===== config.mk =====
export PLATFORM = sky130hd
export DESIGN_NAME = serial_subtractor
export DESIGN_NICKNAME = d
export VERILOG_FILES = /design/src/rtl/serial_subtractor_pkg.sv /design/src/rtl/serial_subtractor_full_sub.sv /design/src/rtl/serial_subtractor.sv
export SDC_FILE = /design/constraint.sdc
export NUM_CORES = 1
export LEC_CHECK = 0
export ABC_AREA = 1
export CAP_MARGIN = 20
export CORE_ASPECT_RATIO = 0.7
export CORE_MARGIN = 2
export CORE_UTILIZATION = 37
export DETAILED_ROUTE_END_ITERATION = 12
export MAX_ROUTING_LAYER = met4
export SYNTH_ARGS = -nofsm -noshare
export SYNTH_HDL_FRONTEND = slang
export SYNTH_HIERARCHICAL = 1
export SYNTH_SLANG_ARGS = --single-unit

===== constraint.sdc =====
create_clock -name clk -period 1.5 [get_ports clk]
set_input_delay 0.375 -clock clk [delete_from_list [all_inputs] [get_ports clk]]
set_output_delay 0.375 -clock clk [all_outputs]
set_load 0.03 [all_outputs]

===== src/rtl/serial_subtractor_pkg.sv =====
// Shared types and helpers for the bit-serial subtractor.
// FSM encodings, counter sizing and the legal WIDTH range.
package serial_subtractor_pkg;

   typedef enum logic [1:0] {
      S_IDLE  = 2'd0,
      S_SHIFT = 2'd1,
      S_DONE  = 2'd2
   } state_e;

   localparam int unsigned WIDTH_MIN = 2;
   localparam int unsigned WIDTH_MAX = 32;

   function automatic int unsigned cnt_w(input int unsigned w);
      return (w <= 2) ? 1 : $clog2(w);
   endfunction

   function automatic bit width_ok(input int unsigned w);
      return (w >= WIDTH_MIN) && (w <= WIDTH_MAX);
   endfunction

endpackage


===== src/rtl/serial_subtractor_full_sub.sv =====
// One-bit full subtractor cell: d = x - y - bin.
// Purely combinational; reused once per bit by the serial top.
module full_sub (
   input  logic x,
   input  logic y,
   input  logic bin,
   output logic d,
   output logic bout
);

   assign d    = x ^ y ^ bin;
   assign bout = (~x & y) | (~(x ^ y) & bin);

endmodule


===== src/rtl/serial_subtractor.sv =====
// Bit-serial unsigned subtractor, LSB first, one bit per cycle.
// Valid/ready on operands and result; result held until consumed.
module serial_subtractor
   import serial_subtractor_pkg::*;
#(
   parameter int unsigned WIDTH = 8
) (
   input  logic             clk,
   input  logic             rst_n,
   input  logic             start_valid,
   output logic             start_ready,
   input  logic [WIDTH-1:0] a,
   input  logic [WIDTH-1:0] b,
   output logic             busy,
   output logic             done_valid,
   input  logic             done_ready,
   output logic [WIDTH-1:0] diff,
   output logic             borrow
);

   localparam int unsigned CW = cnt_w(WIDTH);

   if (!width_ok(WIDTH)) begin : g_bad_width
      $error("serial_subtractor: WIDTH out of range");
   end

   state_e           state_q, state_d;
   logic [WIDTH-1:0] a_q, a_d, b_q, b_d;
   logic [WIDTH-1:0] res_q, res_d, diff_q, diff_d;
   logic             br_q, br_d, borrow_q, borrow_d;
   logic [CW-1:0]    cnt_q, cnt_d;
   logic             cell_d, cell_bout;
   logic             accept, release_res, last_bit;

   full_sub u_full_sub (
      .x    (a_q[0]),
      .y    (b_q[0]),
      .bin  (br_q),
      .d    (cell_d),
      .bout (cell_bout)
   );

   assign accept      = start_valid && start_ready;
   assign release_res = done_valid && done_ready;
   assign last_bit    = (state_q == S_SHIFT)
                     && (cnt_q == CW'(WIDTH - 1));

   always_ff @(posedge clk) begin
      if (!rst_n) begin
         state_q <= S_IDLE;
      end else begin
         state_q <= state_d;
      end
   end

   always_comb begin
      state_d = state_q;
      unique case (state_q)
         S_IDLE:  if (accept)      state_d = S_SHIFT;
         S_SHIFT: if (last_bit)    state_d = S_DONE;
         S_DONE:  if (release_res) state_d = S_IDLE;
         default:                  state_d = S_IDLE;
      endcase
   end

   always_comb begin
      start_ready = (state_q == S_IDLE) && rst_n;
      busy        = (state_q == S_SHIFT);
      done_valid  = (state_q == S_DONE);
   end

   // Datapath: result shifts in from the MSB so it is aligned after WIDTH bits.
   always_comb begin
      a_d      = a_q;
      b_d      = b_q;
      res_d    = res_q;
      br_d     = br_q;
      cnt_d    = cnt_q;
      diff_d   = diff_q;
      borrow_d = borrow_q;
      unique case (state_q)
         S_IDLE: begin
            if (accept) begin
               a_d   = a;
               b_d   = b;
               br_d  = 1'b0;
               cnt_d = '0;
            end
         end
         S_SHIFT: begin
            a_d   = a_q >> 1;
            b_d   = b_q >> 1;
            res_d = {cell_d, res_q[WIDTH-1:1]};
            br_d  = cell_bout;
            cnt_d = cnt_q + 1'b1;
            if (last_bit) begin
               diff_d   = {cell_d, res_q[WIDTH-1:1]};
               borrow_d = cell_bout;
            end
         end
         default: ;
      endcase
   end

   always_ff @(posedge clk) begin
      if (!rst_n) begin
         a_q      <= '0;
         b_q      <= '0;
         res_q    <= '0;
         br_q     <= 1'b0;
         cnt_q    <= '0;
         diff_q   <= '0;
         borrow_q <= 1'b0;
      end else begin
         a_q      <= a_d;
         b_q      <= b_d;
         res_q    <= res_d;
         br_q     <= br_d;
         cnt_q    <= cnt_d;
         diff_q   <= diff_d;
         borrow_q <= borrow_d;
      end
   end

   assign diff   = diff_q;
   assign borrow = borrow_q;

endmodule


Word level (Yosys, flattened, before mapping)
Index checks and enable logic that the tools add are counted.
{"block": "word_totals", "reg_bits": 39, "input_bits": 20, "elab_cells": 43}
{"block": "classes", "add_sub_neg": 1, "eq_ne": 6, "n_mux": 12, "bitwise_logic": 7, "reduce_logical": 9}
{"cell": "$pmux 8 s2", "count": 2}
{"cell": "$mux 8", "count": 2}
{"cell": "$mux 2", "count": 3}
{"cell": "$pmux 2 s3", "count": 1}
{"cell": "$pmux 3 s2", "count": 1}
{"cell": "$logic_and 1x1->1", "count": 4}
{"cell": "$ne 2x1->1 const B", "count": 2}
{"cell": "$reduce_and 2->1", "count": 2}
{"cell": "$add 3x1->3 const B", "count": 1}
{"cell": "$eq 3x3->1 const B", "count": 1}
{"cell": "$mux 3", "count": 1}
{"cell": "$reduce_and 3->1", "count": 1}
{"cell": "$and 1x1->1", "count": 2}
{"cell": "$eq 2x1->1 const B", "count": 1}
{"cell": "$eq 2x2->1 const B", "count": 1}
{"cell": "$logic_not 2->1", "count": 1}
{"cell": "$ne 2x2->1 const B", "count": 1}
{"cell": "$not 1->1", "count": 2}
{"cell": "$pmux 1 s2", "count": 1}
{"cell": "$reduce_bool 2->1", "count": 1}
{"cell": "$xor 1x1->1", "count": 2}
{"cell": "$mux 1", "count": 1}
{"cell": "$or 1x1->1", "count": 1}

Longest topological paths before layout
{"block": "depth", "word_depth": 5, "depth_mapped": 8}

Hierarchy
Netlist, hierarchy kept.
{"module": "serial_subtractor", "n_inst": 1, "cells_per_inst": 253, "area_per_inst_um2": 1791.7}
{"module": "full_sub", "n_inst": 1, "cells_per_inst": 4, "area_per_inst_um2": 31.3}

Worst setup path before layout
OpenSTA, ideal clock, no wires.
{"block": "synth_timing", "path_type": "input port to output port", "start": "in rst_n", "end": "out start_ready", "arrival_ps": 1306, "setup_slack_ps": -181, "cell_stages": 3, "cell_sequence": "buf_2 -> inv_1 -> nor3_1"}
{"block": "synth_via", "elab_chain_cells": 1}
{"element": "from (decl)", "line_no": "serial_subtractor.sv:9", "rtl": "input logic rst_n,"}
{"element": "$logic_and 1x1->1", "line_no": "serial_subtractor.sv:67", "rtl": "start_ready = (state_q == S_IDLE) && rst_n;"}
{"element": "to (decl)", "line_no": "serial_subtractor.sv:11", "rtl": "output logic start_ready,"}
No other way between the ends.

Final worst setup path
{"block": "layout_timing", "start": "reg state_q[1]", "end": "out busy"}
{"block": "layout_via", "elab_chain_cells": 1}
{"element": "from (decl)", "line_no": "serial_subtractor.sv:27", "rtl": "state_e state_q, state_d;"}
{"element": "from (signal assigned)", "line_no": "serial_subtractor.sv:52", "rtl": "state_q <= state_d;"}
{"element": "$eq 2x1->1", "line_no": "serial_subtractor.sv:68", "rtl": "busy = (state_q == S_SHIFT);"}
{"element": "to (decl)", "line_no": "serial_subtractor.sv:14", "rtl": "output logic busy,"}
No other way between the ends.

==> flow_metrics.tcl <==
set metrics [dict create \
    vias_per_cell 4.538 \
    ant_nets 0 \
    die_x_um 87.90 \
    antenna_found_initial 0 \
    rsz0062_at_grt "yes" \
    core_sq_um 4756 \
    syn_area_sq_um 1823 \
    grt_max_degree 31 \
    fin_ws_ns 0.03953 \
    synthFlopType "dfxtp_1" \
    yosys_warnings 6 \
    die_y_um 62.73 \
    status "complete, no violations" \
    grt_pass1_wl_um 6789 \
    grt_pass1_vias 1504 \
    numCtsBuffers 5 \
    yosysUniqueCellTypes 23 \
    max_freq_mhz 684.7 \
    arrival_ns 1.09 \
    hold_path_class "register to register" \
    drt_iter0_drc 94 \
    drc 0 \
    drive_above_1_share_pct 13.80 \
    ir_drop_mv 0.4485 \
    die_area_sq_um 5513 \
    yosys-top-cells-area "dfxtp_1 (42%), nand2_1 (12%), nand3_1 (12%), a21oi_1 (8.2%), nor2_1 (6.4%)" \
    yosysMostFrequentCell "nand2_1" \
    place_congestion 0.7286 \
    synth-seq-area-share_pct 41.73 \
    clkSlewWorstSetupHoldPaths_ns 0.07 \
    crit_required_ns 1.12 \
    n_antenna_cell 0 \
    track_usage_pct 16.37 \
    area_growth_pct 28.41 \
    syn_avg_cell_area_sq_um 7.093 \
    powerDensity_nw_per_um2 949.1 \
    async_flop_share_pct 0 \
    fin_setup_tns_ns 0 \
    clk-insertion-delay-late_ns 0.29 \
    synth_top_area_share_pct 41.73 \
    synth_commonest_cells "nand2_1 (57), nand3_1 (42), dfxtp_1 (38)" \
    dp_slack_ns -0.07638 \
    leakage_nw 1.073 \
    cts_tree "done" \
    hpwlAfterDp_um 2646 \
    end_kind "output port" \
    yosysTopAreaCell "dfxtp_1" \
    tightest_slew_ns 0.3027 \
    rows 21 \
    final_area_sq_um 2341 \
    synth_cells 257 \
    dr_total_vias 1661 \
    hold_violations 0 \
    fill_cells 471 \
    synth_edf_count 0 \
    drv_cap 0 \
    root_buffer "clkbuf_8" \
    path_max_fanout 7 \
    nNetsFinal 319 \
    period_share_pct 97.36 \
    overflow 0 \
    wl_um 3932 \
    cts.sinks 38 \
    maxSlewViolCount 0 \
    setup_viol 0 \
    htree_num_levels 2 \
    first_pass_iters 4 \
    syn_nets 280 \
    clockBufferDepth 2 \
    worstSetupPathType "register to output port" \
    start_util_pct 38.33 \
    wl_per_cell_um 10.74 \
    finalClockSkew_ns 0.004090 \
    port_buffers 31 \
    fin_crit_ns 1.460 \
    crit_path_start_kind "register" \
    synth_seq_cells 38 \
    placed_area_sq_um 2210 \
    power_mw 2.222 \
    max_slew_margin_pct 79.90 \
    ios 32 \
]
power by group:
part	switching, mW	internal (mW)
registers	0.0378	1.07
clock network	0.356	0.371
logic	0.203	0.182
total	0.597	1.62
routing by layer:
layer | vias to the layer above | part of all wire [%] | global-route usage (%)
li1 | 900 | - | -
met1 | 717 | 52 | 22.88
met2 | 42 | 42 | 21.78
met3 | 2 | 5.6 | 5.548
met4 | 0 | 0.81 | 5.769
met5 | - | 0 | -
registers in the layout, indices dropped and copies added (netlist names):
signal,flops
a_q,8
b_q,8
diff,8
res_q,7
cnt_q,3
state_q,2
borrow,1
br_q,1
cells by family after synthesis:
group	synth area share [%]
AND/OR/NAND/NOR	33.15
flip-flops	41.73
buffers and inverters	12.22
adder cells (fa/ha/maj)	2.471
AO/OA/AOI/OAI	10.43
cell usage in the layout (no fill, tap or decap):
master            n
nor3_2            1
a21oi_1          30
fa_1              1
dfxtp_2           1
buf_6             3
nand3_4           1
nand3_1          42
or2_1             1
dlygate4sd2_1    10
nor2_4            1
clkbuf_8          6
inv_1            19
o21ai_0           8
buf_4            19
buf_12            1
nand2_4           1
dfxtp_1          36
clkinvlp_4        1
nand2_2           1
nor2_1           30
nand2_1          57
nor2_2            1
nand4_1           1
clkinv_2          1
ha_1              2
dfxtp_4           1
clkdlybuf4s50_1  18
inv_2             2
clkbuf_1          1
worst paths after layout:
kind / start / endpoint / slack [ns] / depth (start not counted)
setup reg to reg: state_q[0] / a_q[0] / 0.21 / 7
hold reg to reg: diff[6] / diff[6] / 0.46 / 2
setup / recovery: state_q[1] / busy / 0.04 / 4
hold / removal: diff[6] / diff[6] / 0.46 / 2
through the flow:
stage          util [%]  instances  hold slack (ns)
2_1_floorplan         -        257           0.4322
3_3_place_gp      46.46        354           0.4518
3_5_place_dp      46.46        354           0.4538
4_1_cts           48.67        363           0.4643
5_1_grt           49.22        366           0.4807
6_report          49.22        366           0.4592
what timing repair did:
action / 4_1_cts / 5_1_grt
buffers inserted: 1 / 3
resized for setup: 18 / 1
setup endpoints to repair: 11 / 3
hold buffers: 0 / 0
pin swaps: 1 / 0
hold endpoints to repair: 0 / 0
worst max-delay path, stage by stage, from the launching register on:
cell and delay [ns]:
dfxtp_2 0.33, inv_2 0.05, nand2_4 0.07, clkinvlp_4 0.15
buf_6 0.18
layout make-up:
class | instances | area (sq um) | share of cell area (%)
clock buffers | 7 | 86.33 | 3.688
clock inverters | 1 | 5.005 | 0.2138
well taps | 69 | 86.33 | 3.688
inverters | 22 | 86.33 | 3.688
flip-flops and latches | 38 | 765.7 | 32.71
repair buffers | 51 | 464.2 | 19.83
multi-input cells | 178 | 847.1 | 36.18
(Power assumes the default switching activity.)
==> patch 1 (same settings) <==
Change the parameter `WIDTH` from 8 to 6.
--- a/src/rtl/serial_subtractor.sv
+++ b/src/rtl/serial_subtractor.sv
@@ -3,7 +3,7 @@
 module serial_subtractor
    import serial_subtractor_pkg::*;
 #(
-   parameter int unsigned WIDTH = 8
+   parameter int unsigned WIDTH = 6
 ) (
    input  logic             clk,
    input  logic             rst_n,
Interface: changed (resized a, b and diff); port bits go from 32 to 26. No check against the original RTL was run, so the function may have changed too.
==> patch 1 against the original RTL <==
- sequential share of layout area hardly changed
- largest power group unchanged
- routed wire length down 22%
- sequential cell count shrank 8
- synthesized cell count is 21% lower
- highest routed layer unchanged
- via count decreased by 21%
- cell area shrank 21%
- die area down 22%
- area after synthesis down 23%
- global-route usage down 0.53 points
- total power fell by 20%
- worst setup slack better by 2.8 ps
==> patch 1: results (changes against the original RTL) <==
* Status: complete, no violations (unchanged)
* Post-synthesis adder-cell area fraction at 3.22% (was 2.47%)
* Vias in the first global route at 1188 (was 1504)
* Top_reg_cell synth: dfxtp_1 (unchanged)
* Cells after DPL at 277 (was 354)
* Initial DRC Count at 118 (was 94)
* Pleak at 0.890 nW (was 1.07 nW)
* Hold Path End: borrow$_SDFFE_PN0P_ (was diff[6]$_SDFFE_PN0P_)
* Register-to-register setup slack at 250 ps (was 210 ps)
* Reg-to-Reg End: b_q[0]$_SDFFE_PN0P_ (was a_q[0]$_SDFFE_PN0P_)
* Final HPWL DP at 2.08 mm (was 2.65 mm)
* Commonest cells in the netlist: nand2_1, nor2_1, dfxtp_1, nand3_1, inv_1 (was nand2_1, nand3_1, dfxtp_1, nor2_1, a21oi_1)
* Clock Skews at 6.44 ps (was 4.09 ps)
* First-pass GRT wire length at 5.33 mm (was 6.79 mm)
* Area contributors post-synth: dfxtp_1, nand2_1, nor2_1 (was dfxtp_1, nand2_1, nand3_1)
* Filler cells at 352 (was 471)
* Largest net degree at the start of global routing at 36 (was 31)
* Layout Nets at 256 (was 319)
* Port bufs at 25 (was 31)
* Net Count, Synth at 223 (was 280)
* Total Routing Usage GR at 15.8% (was 16.4%)
* # resized after CTS at 12 (was 18)
* Compound-cell area share of the yosys netlist at 10.7% (was 10.4%)
* Vias/cell at 4.55 (was 4.54)
* Slew @ Worst Pin at 307 ps (was 303 ps)
* RePlAce Congestion at 0.717 (was 0.729)
* Final wirelength at 3.06 mm (was 3.93 mm)
* Drt pass-1 iters at 5 (was 4)
* Reg2reg path depth at 8 (was 7)
* Layout cells sized above 1 at 12.7% (was 13.8%)
* Via count at 1307 (was 1661)
* Worst VDD drop at 0.422 mV (was 0.448 mV)
* Syn Inst Count at 204 (was 257)
[patch 1: layout make-up]
cell class              count  share of cell area (%)
multi-input cells         141                    36.2
flip-flops and latches     30                    32.7
repair buffers             38                    19.3
inverters                  21                    4.27
clock buffers               7                    4.14
well taps                  50                    3.39
[patch 1: how the worst max path moves through the flow]
| stage | startpoint | to | slack, ps | depth (start not counted) |
|---|---|---|---|---|
| after floorplan | state_q[1]$_SDFFE_PN0P_ | done_valid | 90 | 3 |
| after global placement | rst_n | start_ready | -160 | 4 |
| after detailed placement | rst_n | start_ready | -160 | 4 |
| after CTS | state_q[0]$_SDFFE_PN0P_ | start_ready | 7 | 3 |
| after global routing | state_q[0]$_SDFFE_PN0P_ | start_ready | -3 | 3 |
| final | state_q[0]$_SDFFE_PN0P_ | start_ready | 40 | 3 |
[patch 1: power by group]
part	leakage [nW]	internal, mW	switching (mW)
Combinational	0.605	0.140	0.154
Sequential	0.246	0.845	0.0296
Clock	0.0383	0.319	0.286
Total	0.890	1.30	0.470
[patch 1: tightest hold or removal path, cell delays in order (launching register included)]
cell	delay [ps]
dfxtp_1	310
nand2_1	60
a21oi_1	50
[patch 1: metal layers]
| metal | wire, um | global-route usage [%] | part of all wire (%) |
|---|---|---|---|
| met1 | 1690 | 21.5 | 55 |
| met2 | 1220 | 22.1 | 40 |
| met3 | 103 | 4.74 | 3.4 |
| met4 | 46 | 6.12 | 1.5 |
| met5 | 0 | - | 0 |
[patch 1: metrics by stage]
| step | hold WS [ps] | setup TNS [ps] | cell area, um2 |
|---|---|---|---|
| after detailed placement | 456 | -1280 | 1750 |
| final | 457 | 0 | 1840 |
| after global placement | 459 | -1250 | 1750 |
| after floorplan | 437 | 0 | 1400 |
| after global routing | 488 | -2.59 | 1840 |
| after CTS | 463 | 0 | 1820 |
==> patch 2 (config.mk and constraints unchanged) <==
Without the edit above. Re-encode `state_e` (3 states) as one-hot, 3 bits wide.
--- a/src/rtl/serial_subtractor_pkg.sv
+++ b/src/rtl/serial_subtractor_pkg.sv
@@ -2,10 +2,10 @@
 // FSM encodings, counter sizing and the legal WIDTH range.
 package serial_subtractor_pkg;
 
-   typedef enum logic [1:0] {
-      S_IDLE  = 2'd0,
-      S_SHIFT = 2'd1,
-      S_DONE  = 2'd2
+   typedef enum logic [2:0] {
+      S_IDLE  = 3'b001,
+      S_SHIFT = 3'b010,
+      S_DONE  = 3'b100
    } state_e;
 
    localparam int unsigned WIDTH_MIN = 2;
Function: no difference found for any inputs over 10 cycles, from zero or initial values and one cycle with rst_n low; not proved beyond that.
==> patch 2 against the original RTL <==
- the flow now finishes with violations (negative setup slack)
- critical path type unchanged
- largest power group unchanged
- register-to-register slack lost 80 ps
- via count is 3.8% higher
- worst setup slack got worse by 92 ps
- sequential cell count rose by 1
- critical endpoint is now start_ready
- cell area rose by 4.8%
- total power grew 14%
- largest cell class unchanged
- area after synthesis rose by 1.5%
- routed wire length is 6.3% higher
- count of clock-buffer cells in the layout fell by 2
- first-iteration DRC count shrank 34%
- highest routed layer unchanged
- utilization is 1.8 points higher
==> patch 2: results (changes against the original RTL) <==
* Status: finished, violations left (was complete, no violations)
* Failing checks: negative setup slack
* # resized after CTS at 15 (was 18)
* DR WL/cell at 11.2 um (was 10.7 um)
* Net Count, Synth at 287 (was 280)
* Family with the most delay on the worst path: flip-flops (was buffers and inverters)
* Arr. time, crit path at 1180 ps (was 1090 ps)
* RePlAce Congestion at 0.775 (was 0.729)
* Max FO, Critical Path at 2 (was 7)
* Worst path max stage delay at 360 ps (was 330 ps)
* Total Routing Usage GR at 16.4% (about the same)
* Filler cells at 510 (was 471)
* Commonest cells in the netlist: nand2_1, nand3_1, dfxtp_1, a21oi_1, nor2_1 (was nand2_1, nand3_1, dfxtp_1, nor2_1, a21oi_1)
* Met2 WL at 1.79 mm (was 1.64 mm)
* Clock Skews at 7.01 ps (was 4.09 ps)
* Sequential fraction of the synthesis area at 42.2% (was 41.7%)
* Worst VDD drop at 0.479 mV (was 0.448 mV)
* Grt met1 use at 23.9% (was 22.9%)
* Antenna violations before repair at 0 (unchanged)
* Pleak at 1.14 nW (was 1.07 nW)
* Slew HR at 80.1% (was 79.9%)
* WL met3 at 153 um (was 219 um)
* Layout Nets at 325 (was 319)
* Pre-CTS WS at -252 ps (was -76.4 ps)
* Hold Path Depth at 2 (unchanged)
* Final TNS setup at -52.2 ps (was 0 ps)
* Root buf cell: clkbuf_8 (unchanged)
* Non-Filler Instances at 372 (was 366)
* Final HPWL DP at 2.71 mm (was 2.65 mm)
* Met3 Use GR at 3.93% (was 5.55%)
* Initial DRC Count at 62 (was 94)
* Worst-Skew Late Latency at 290 ps (about the same)
* Reg-to-Reg End: b_q[2]$_SDFFE_PN0P_ (was a_q[0]$_SDFFE_PN0P_)
* GR Layer Usage met2 at 22.3% (was 21.8%)
* First-pass GRT wire length at 6.93 mm (was 6.79 mm)
* Register-to-register setup slack at 130 ps (was 210 ps)
* Reg2reg path depth at 9 (was 7)
* Final setup vio count at 1 (was 0)
* Vias/cell at 4.63 (was 4.54)
* Distinct cell type count of the synthesized netlist at 19 (was 23)
* Layout cells sized above 1 at 13.5% (was 13.8%)
* Syn Inst Count at 264 (was 257)
* Largest net degree at the start of global routing at 47 (was 31)
* Wire length on met1 at 2.20 mm (was 2.05 mm)
* Port bufs at 31 (unchanged)
* Area contributors post-synth: dfxtp_1, nand2_1, nand3_1 (unchanged)
* Vias in the first global route at 1443 (was 1504)
* PnR worst setup slack at -52.2 ps (was 39.5 ps)
* Worst r2r src: state_q[0]$_SDFFE_PN1P_ (was state_q[0]$_SDFFE_PN0P_)
* Cells after DPL at 361 (was 354)
patch 2: cell types whose count changed after synthesis, sizes merged:
cell    unedited run  this run
dfxtp             38        39
buf               15        14
a21oi             30        31
nand2             59        63
nand4              1         2
or2                1         0
nand3             43        44
nand3b             0         1
nor3               1         0
clkbuf             4         5
patch 2: cell families after synthesis:
family	count (synthesis)	synth area share [%]
compound gates	39	10.5
flops	39	42.2
simple gates	142	34.1
buf+inv	41	10.7
fa+ha+maj	3	2.43
patch 2: power breakdown:
part,internal [mW],total [mW],switching [mW]
registers,1.08,1.11,0.0285
logic,0.176,0.369,0.193
clock network,0.664,1.05,0.389
patch 2: cell type report:
class | count | share of cell area (%)
clock inverters | 3 | 2.76
multi-input cells | 184 | 36.2
repair buffers | 50 | 19.1
flip-flops and latches | 39 | 32.0
inverters | 22 | 3.57
clock buffers | 5 | 2.81
well taps | 69 | 3.52
patch 2: worst max-delay path by stage:
stage | start | to | slack (ps)
after global routing | state_q[0]$_SDFFE_PN1P_ | start_ready | -110
after floorplan | rst_n | start_ready | 10
after global placement | rst_n | start_ready | -230
final | state_q[0]$_SDFFE_PN1P_ | start_ready | -50
after CTS | rst_n | start_ready | -140
after detailed placement | rst_n | start_ready | -250
patch 2: worst register-to-register path, stage by stage, from the launching register on:
cell,delay [ps]
dfxtp_2,360
inv_2,60
nor2_4,120
buf_4,120
buf_4,110
nand4_4,110
buf_4,200
nand3_1,90
nand2_1,60
nor2_1,90
patch 2: stage by stage:
stage          util [%]  hold WS (ps)  area, um2  power, mW
2_1_floorplan         -           432       1850       1.34
3_3_place_gp       47.3           449       2270       1.48
3_5_place_dp       47.3           452       2270       1.48
4_1_cts            50.4           464       2420       2.54
5_1_grt            51.0           485       2450       2.66
6_report           51.0           462       2450       2.53
